==> src/rtl/booth_pkg.sv <==
// Shared types and helpers for the Booth multiplier arbiter: FSM states,
// radix-4 Booth digit encodings and the triplet-to-digit recoding function.
package booth_pkg;

  typedef enum logic [1:0] {
    IDLE = 2'd0,
    CALC = 2'd1,
    RESP = 2'd2
  } state_t;

  typedef enum logic [2:0] {
    ZERO = 3'd0,
    P1   = 3'd1,
    P2   = 3'd2,
    M1   = 3'd3,
    M2   = 3'd4
  } digit_t;

  // Radix-4 Booth recoding of {b[2k+1], b[2k], b[2k-1]}.
  function automatic digit_t booth_digit(input logic [2:0] triplet);
    digit_t d;
    case (triplet)
      3'b001, 3'b010: d = P1;
      3'b011:         d = P2;
      3'b100:         d = M2;
      3'b101, 3'b110: d = M1;
      default:        d = ZERO;
    endcase
    return d;
  endfunction

endpackage

==> src/rtl/booth_step.sv <==
// One radix-4 Booth step: recodes the multiplier triplet and returns the
// signed partial product d*a_ext already shifted into position 2k.
module booth_step
  import booth_pkg::*;
#(
  parameter int W  = 8,
  parameter int KW = 2
) (
  input  logic [2:0]     triplet,
  input  logic [2*W-1:0] a_ext,
  input  logic [KW-1:0]  k,
  output logic [2*W-1:0] pp
);

  logic [2*W-1:0] mag;

  // Select the signed multiple of a_ext and shift it by 2k bits.
  always_comb begin
    mag = '0;
    case (booth_digit(triplet))
      P1:      mag = a_ext;
      P2:      mag = a_ext << 1;
      M1:      mag = -a_ext;
      M2:      mag = -(a_ext << 1);
      default: mag = '0;
    endcase
    pp = mag << {k, 1'b0};
  end

endmodule

==> src/rtl/booth_mul_arbiter.sv <==
// Round-robin shared radix-4 Booth multiplier. One requester is granted per
// operation; the product is built one Booth digit per cycle and returned with
// the requester index on a registered valid/ready response channel.
//
// Handshakes: a transfer happens on a rising clock edge where valid and ready
// are both high. Request side: req_ready[i] is only ever raised while
// req_valid[i] is high, and requesters hold their operands until accepted.
// Response side: rsp_p/rsp_id stay constant while rsp_valid is high and
// rsp_ready is low.
module booth_mul_arbiter
  import booth_pkg::*;
#(
  parameter int NREQ = 4,
  parameter int W    = 8,
  parameter int IDW  = $clog2(NREQ)
) (
  input  logic              clock,
  input  logic              reset,
  input  logic [NREQ-1:0]   req_valid,
  output logic [NREQ-1:0]   req_ready,
  input  logic [NREQ*W-1:0] req_a,
  input  logic [NREQ*W-1:0] req_b,
  output logic              rsp_valid,
  input  logic              rsp_ready,
  output logic [IDW-1:0]    rsp_id,
  output logic [2*W-1:0]    rsp_p,
  output logic [1:0]        dbg_state
);

  localparam int KW = (W > 2) ? $clog2(W / 2) : 1;
  localparam logic [KW-1:0] K_LAST = KW'(W / 2 - 1);

  state_t           state_q, state_d;
  logic [W-1:0]     a_q, a_d;
  logic [W-1:0]     b_q, b_d;
  logic [2*W-1:0]   acc_q, acc_d;
  logic [KW-1:0]    k_q, k_d;
  logic [IDW-1:0]   last_grant_q, last_grant_d;
  logic [IDW-1:0]   rsp_id_q, rsp_id_d;
  logic             rsp_valid_q, rsp_valid_d;

  logic             grant_found;
  logic [IDW-1:0]   grant_idx;
  logic [IDW-1:0]   cand;
  logic [W-1:0]     a_sel, b_sel;
  logic [W:0]       b_ext;
  logic [2:0]       triplet;
  logic [2*W-1:0]   a_ext;
  logic [2*W-1:0]   pp;

  // Round-robin search: first valid requester after last_grant, with wrap.
  always_comb begin
    grant_found = 1'b0;
    grant_idx   = '0;
    cand        = '0;
    for (int i = 0; i < NREQ; i++) begin
      cand = IDW'((int'(last_grant_q) + 1 + i) % NREQ);
      if (!grant_found && req_valid[cand]) begin
        grant_found = 1'b1;
        grant_idx   = cand;
      end
    end
  end

  // Route the winner's operands to the capture registers.
  always_comb begin
    a_sel = '0;
    b_sel = '0;
    for (int j = 0; j < NREQ; j++) begin
      if (grant_idx == IDW'(j)) begin
        a_sel = req_a[j*W +: W];
        b_sel = req_b[j*W +: W];
      end
    end
  end

  // Pick the current Booth triplet; b[-1] is the appended zero.
  always_comb begin
    b_ext   = {b_q, 1'b0};
    a_ext   = {{W{a_q[W-1]}}, a_q};
    triplet = '0;
    for (int s = 0; s < W / 2; s++) begin
      if (k_q == KW'(s)) triplet = b_ext[2*s +: 3];
    end
  end

  booth_step #(
    .W  (W),
    .KW (KW)
  ) u_step (
    .triplet (triplet),
    .a_ext   (a_ext),
    .k       (k_q),
    .pp      (pp)
  );

  // Next-state logic for the arbiter/FSM, accumulator and response registers.
  always_comb begin
    state_d      = state_q;
    a_d          = a_q;
    b_d          = b_q;
    acc_d        = acc_q;
    k_d          = k_q;
    last_grant_d = last_grant_q;
    rsp_id_d     = rsp_id_q;
    rsp_valid_d  = rsp_valid_q;
    req_ready    = '0;
    case (state_q)
      IDLE: begin
        // Gate with reset so nobody sees an accept that cannot be latched.
        if (grant_found && !reset) begin
          req_ready[grant_idx] = 1'b1;
          a_d          = a_sel;
          b_d          = b_sel;
          rsp_id_d     = grant_idx;
          last_grant_d = grant_idx;
          acc_d        = '0;
          k_d          = '0;
          state_d      = CALC;
        end
      end
      CALC: begin
        acc_d = acc_q + pp;
        if (k_q == K_LAST) begin
          k_d         = '0;
          rsp_valid_d = 1'b1;
          state_d     = RESP;
        end else begin
          k_d = k_q + KW'(1);
        end
      end
      RESP: begin
        if (rsp_ready) begin
          rsp_valid_d = 1'b0;
          state_d     = IDLE;
        end
      end
      default: begin
        state_d     = IDLE;
        rsp_valid_d = 1'b0;
      end
    endcase
  end

  // State registers; reset aborts any operation in flight.
  always_ff @(posedge clock or posedge reset) begin
    if (reset) begin
      state_q      <= IDLE;
      a_q          <= '0;
      b_q          <= '0;
      acc_q        <= '0;
      k_q          <= '0;
      last_grant_q <= IDW'(NREQ - 1);
      rsp_id_q     <= '0;
      rsp_valid_q  <= 1'b0;
    end else begin
      state_q      <= state_d;
      a_q          <= a_d;
      b_q          <= b_d;
      acc_q        <= acc_d;
      k_q          <= k_d;
      last_grant_q <= last_grant_d;
      rsp_id_q     <= rsp_id_d;
      rsp_valid_q  <= rsp_valid_d;
    end
  end

  assign rsp_valid = rsp_valid_q;
  assign rsp_p     = acc_q;
  assign rsp_id    = rsp_id_q;
  assign dbg_state = state_q;

endmodule

==> config.mk <==
export PLATFORM = sky130hd
export DESIGN_NAME = booth_mul_arbiter
export DESIGN_NICKNAME = d
export VERILOG_FILES = /design/src/rtl/booth_pkg.sv /design/src/rtl/booth_step.sv /design/src/rtl/booth_mul_arbiter.sv
export SDC_FILE = /design/constraint.sdc
export NUM_CORES = 1
export LEC_CHECK = 0
export CAP_MARGIN = 20
export CORE_UTILIZATION = 56
export CTS_CLUSTER_SIZE = 24
export DETAILED_ROUTE_END_ITERATION = 10
export DONT_BUFFER_PORTS = 1
export PLACE_DENSITY = 0.68
export SYNTH_ARGS = -nofsm -noshare
export SYNTH_HDL_FRONTEND = slang
export SYNTH_SLANG_ARGS = --single-unit
==> constraint.sdc <==
create_clock -name clock -period 4.8 [get_ports clock]
set_clock_uncertainty 0.1 [all_clocks]
set_input_delay 1.2 -clock clock [delete_from_list [all_inputs] [get_ports clock]]
set_output_delay 1.2 -clock clock [all_outputs]
set_load 0.1 [all_outputs]
==> impl_metrics.tcl, run 1 <==
set metrics [dict create \
    outcome "finished clean" \
    period_minus_slack_ns 4.343 \
    die-area_um2 7405 \
    stdcell_area_um2 4209 \
    clkTransAtPathRegs_ns 0.10 \
    critPathKind "register to register" \
    synth_fp_nets 561 \
    grt_use_total_pct 26.52 \
    setup_viol 0 \
    yosys-top-cells-area "dfrtp_1 25%, ha_1 7.3%, o21ai_0 7.2%" \
    syn_area_um2 3956 \
    grt_max_degree 41 \
    wirelength_um 9342 \
    ant_nets 0 \
    cts_max_level 2 \
    io_pins 96 \
    grt_pass1_wl_um 15610 \
    io_buffer_count 0 \
    synthCells 466 \
    hold_viol 0 \
    dr_total_vias 3415 \
    worstSetupStartpointType "register" \
    synthMostInstantiatedCell "nand2_1" \
    yosysTopAreaCell "dfrtp_1" \
    core_um2 6794 \
    period_share_pct 90.48 \
    synth_top_area_share_pct 24.67 \
    hp-start "b_q[2]" \
    rsz0062_at_grt "false" \
    cts_buffers 5 \
    drc 0 \
    max_cap_violations 0 \
    dr.pass1.iters 5 \
    clockBufferDepth 2 \
    max_freq_mhz 230.3 \
    avgViaCountPerCell 6.077 \
    cts_tree "yes" \
    avgSynthCellArea_um2 8.490 \
    syn2layout_area_growth_pct 6.388 \
    die_x_um 86.05 \
    tns_ns 0 \
    antenna_cells 0 \
    synth_warnings 0 \
    slew_viol_final 0 \
    dp_hpwl_um 7292 \
    grt_pass1_vias 3127 \
    path_max_fanout 14 \
    drive_gt1_share_pct 16.95 \
    overflow 0 \
    hp-class "register to register" \
    synthFlopType "dfrtp_1" \
    cp_slowest_cell "dfrtp_1" \
    cts_sinks 41 \
    crit_required_ns 4.89 \
    post_cts.repair.setup_buffers 0 \
    end_kind "register" \
    cp_common_cell "a21oi_1" \
    synth-edff-count 0 \
    fp-row-count 30 \
    initial_core_util_pct 58.23 \
    ys_types 75 \
    cts_hold_buf 0 \
    yosys-top-cells-count "60 x nand2_1, 57 x o21ai_0, 39 x dfrtp_1" \
    ys_async_sr_fraction_pct 100.0 \
    cp_cell_sequence "buf_4 > ha_2 > nand2b_1 > mux2i_4 > nor2_8 > xnor2_4 > a221oi_1 > a21oi_1 > mux2i_1 > a21oi_1 > ha_1 > nand2_1 > o21ai_0 > nor3_1 > o21a_1 > o31ai_1 > xnor2_1 > a21oi_1 > o22ai_1" \
    clock_latency_ns 0.30 \
    dieHeight_um 86.05 \
    antenna_found_initial 0 \
    place_inst 554 \
    ys_seq_elements 41 \
    critPathMaxStageDelay_ns 0.46 \
    crit_start "k_q[1]" \
    detailed_place.area_um2 4095 \
    avgRoutedWirePerCell_um 16.62 \
    final_net_count 560 \
    final_cells 562 \
    r2r_start "k_q[1]" \
    worstMarginPinSlew_ns 1.066 \
    dr.first_iter.drc_count 161 \
    arrival_ns 4.43 \
    root_buffer "clkbuf_8" \
    synth_sequential_area_ratio_pct 26.00 \
    globalplace.congestion 0.9494 \
    slew-limit-headroom_pct 28.96 \
]
==> cell families after synthesis <==
group	Yosys count	synth area share, %
and+or+nand+nor	142	18.03
AOI/OAI and AO/OA	157	26.44
muxes	43	11.73
adders and majority gates	24	7.780
xor gates and xnor gates	20	4.617
buffers and inverters	39	5.407
DFF	41	26.00
==> final cells by class <==
| cell class | instances | area, µm² |
|---|---|---|
| timing repair buffer | 20 | 150.1 |
| fill | 604 | 2585 |
| multi-input combinational | 386 | 2781 |
| inverter | 11 | 41.29 |
| clock inverter | 2 | 15.01 |
| sequential | 41 | 1028 |
| clock buffer | 6 | 72.57 |
| tap | 96 | 120.1 |
==> flip-flops by register name, summed over array words and instances, names as in the netlist <==
signal / count
rsp_id: 2
k_q: 2
dbg_state: 2
last_grant_q: 2
a_q: 8
rsp_valid: 1
rsp_p: 16
b_q: 8
==> through the flow <==
step	worst slack [ns]	util [%]	hold WS (ns)
2_1_floorplan	0.01671	-	0.3413
3_3_place_gp	0.3607	60.28	0.3675
3_5_place_dp	0.3651	60.28	0.3813
4_1_cts	0.3415	61.57	0.4014
5_1_grt	0.08507	61.95	0.4149
6_report	0.4569	61.95	0.3961
==> final timing paths <==
kind	to	slack, ns	cells past startpoint
worst min-delay path	b_q[2]	0.40	2
min in group asynchronous	a_q[1]	0.82	1
worst min register to register	b_q[2]	0.40	2
worst max-delay path	rsp_p[15]	0.46	19
worst max register to register	rsp_p[15]	0.46	19
max in group asynchronous	rsp_p[7]	3.03	2
==> what timing repair did <==
action                     in CTS  in global routing
resized for setup               0                  7
hold endpoints to repair        0                  0
setup endpoints to repair       0                  3
==> placed cells by master (no fill, tap or decap), drive strengths merged, types with 3 or more instances in the layout <==
| cell | instances |
|---|---|
| nand2 | 61 |
| a22o | 7 |
| nand2b | 6 |
| o21a | 3 |
| inv | 10 |
| mux2 | 17 |
| o211ai | 5 |
| nor3b | 4 |
| o21bai | 4 |
| xnor2 | 12 |
| o21ai | 61 |
| ha | 23 |
| a211oi | 8 |
| nor2b | 3 |
| clkbuf | 6 |
| nor4 | 3 |
| o22ai | 6 |
| dfrtp | 39 |
| nor2 | 32 |
| buf | 20 |
| nand3 | 11 |
| nor3 | 12 |
| a21oi | 32 |
| a21o | 9 |
| nand3b | 3 |
| mux2i | 26 |
| xor2 | 8 |
==> critical path, delay by kind of cell (launching register included) <==
kind	cells	cell delay, ns
AND/OR/NAND/NOR	4	0.37
flip-flops	1	0.46
AO/OA/AOI/OAI	8	1.46
buffers and inverters	1	0.24
adder cells (fa/ha/maj)	2	0.69
XOR/XNOR	2	0.32
multiplexers	2	0.58
==> metal layers <==
layer	routed length, µm	global-route usage (%)	vias up
li1	-	-	1696
met1	4470	40.47	1584
met2	4143	39.25	126
met3	625	4.427	9
met4	102	5.152	0
met5	0	0	-
Power of run 1 is not shown: default switching activity piles up to over one toggle a cycle in this logic, so the estimate is an artifact.
==> run 2: changes to the inputs <==
--- a/config.mk
+++ b/config.mk
@@ -6,11 +6,14 @@
 export NUM_CORES = 1
 export LEC_CHECK = 0
 export CAP_MARGIN = 20
+export CORE_MARGIN = 3
 export CORE_UTILIZATION = 56
 export CTS_CLUSTER_SIZE = 24
 export DETAILED_ROUTE_END_ITERATION = 10
 export DONT_BUFFER_PORTS = 1
 export PLACE_DENSITY = 0.68
+export RECOVER_POWER = 50
+export SKIP_CTS_REPAIR_TIMING = 1
 export SYNTH_ARGS = -nofsm -noshare
 export SYNTH_HDL_FRONTEND = slang
 export SYNTH_SLANG_ARGS = --single-unit
==> impl_metrics.tcl, run 2 (synthesis gave the netlist of run 1 again) <==
set metrics [dict create \
    grt_max_degree 41 \
    fp-row-count 30 \
    die_x_um 90.05 \
    root_buffer "clkbuf_8" \
    final_common_cell "nand2_1" \
    max_freq_mhz 225.3 \
    outcome "finished clean" \
    drc 0 \
    cts_max_level 2 \
    path_max_fanout 10 \
    dieHeight_um 90.05 \
    ant_nets 0 \
    dr_total_vias 3405 \
    dr.first_iter.drc_count 103 \
    layout_common_cells "60 x nand2_1, 57 x o21ai_0, 39 x dfrtp_1" \
    final_net_count 562 \
    grt_pass1_vias 3247 \
    antenna_cells 0 \
    hold_slack_ns 0.3997 \
    io_pins 96 \
    worstMarginPinSlew_ns 1.365 \
    clock_latency_ns 0.30 \
    cts_buffers 5 \
    dp_hpwl_um 7428 \
    io_buffer_count 0 \
    clkTransAtPathRegs_ns 0.09 \
    setup_viol 0 \
    period_share_pct 92.46 \
    syn2layout_area_growth_pct 5.787 \
    rsz0062_at_grt "false" \
    die-area_um2 8109 \
    hold_viol 0 \
    grt_pass1_wl_um 15750 \
    slew-limit-headroom_pct 9.009 \
    drive_gt1_share_pct 15.38 \
    arrival_ns 4.53 \
    period_minus_slack_ns 4.438 \
    overflow 0 \
    slew_viol_final 0 \
    max_cap_violations 0 \
    grt_use_total_pct 23.08 \
    final_cells 564 \
    critPathKind "register to register" \
    core_um2 6832 \
    initial_core_util_pct 57.91 \
    largest_reg_flops 16 \
    cts_sinks 41 \
    cts_tree "yes" \
    wirelength_um 9435 \
    antenna_found_initial 0 \
    end_kind "register" \
    final_core_util_pct 61.26 \
    avgViaCountPerCell 6.037 \
    globalplace.congestion 0.8976 \
    crit_required_ns 4.89 \
    hp-class "register to register" \
    worstSetupStartpointType "register" \
    dr.pass1.iters 6 \
    avgRoutedWirePerCell_um 16.73 \
    place_inst 555 \
    tns_ns 0 \
    clockBufferDepth 2 \
]
run 2: cell type report:
class	instances	area [µm²]
Multi-Input combinational cell	386	2754
Fill cell	625	2646
Clock buffer	5	68.82
Sequential cell	41	1028
Timing Repair Buffer	22	150.1
Inverter	11	41.29
Tap cell	96	120.1
Clock inverter	3	22.52
run 2: worst max-delay path: stages (launching register included):
cell      delay [ns]
dfrtp_1         0.42
ha_1            0.34
buf_4           0.21
a21oi_2         0.14
a21o_1          0.39
xnor2_2         0.22
a221oi_1        0.32
a21oi_1         0.13
mux2i_1         0.27
a21oi_1         0.14
ha_1            0.42
nand2_1         0.08
o21ai_0         0.21
nor3_1          0.08
o21a_1          0.13
o31ai_1         0.32
xnor2_1         0.14
a21oi_1         0.15
o22ai_1         0.10
run 2: worst paths after layout:
| path | endpoint | start | slack (ns) | cells after the start |
|---|---|---|---|---|
| max | rsp_p[15] | k_q[0] | 0.36 | 18 |
| min | b_q[4] | b_q[4] | 0.40 | 2 |
| max reg2reg | rsp_p[15] | k_q[0] | 0.36 | 18 |
| min reg2reg | b_q[4] | b_q[4] | 0.40 | 2 |
| max in group asynchronous | b_q[5] | reset | 2.23 | 2 |
| min in group asynchronous | rsp_valid | reset | 0.78 | 1 |
run 2: through the flow:
| step | worst slack [ns] | cell area [µm²] |
|---|---|---|
| 6_report | 0.3618 | 4185 |
| 5_1_grt | 0.004594 | 4185 |
| 4_1_cts | 0.3628 | 4194 |
| 3_5_place_dp | 0.3894 | 4103 |
| 3_3_place_gp | 0.4121 | 4103 |
| 2_1_floorplan | 0.01671 | 3966 |
run 2: per-layer routing:
metal	GRT usage, %	part of all wire, %	up-vias
met5	0	0	-
met4	4.974	0.72	0
met3	3.933	5.3	10
met2	36.34	45	97
met1	33.33	49	1589
li1	-	-	1709
Power of run 2 is left out for the same reason.
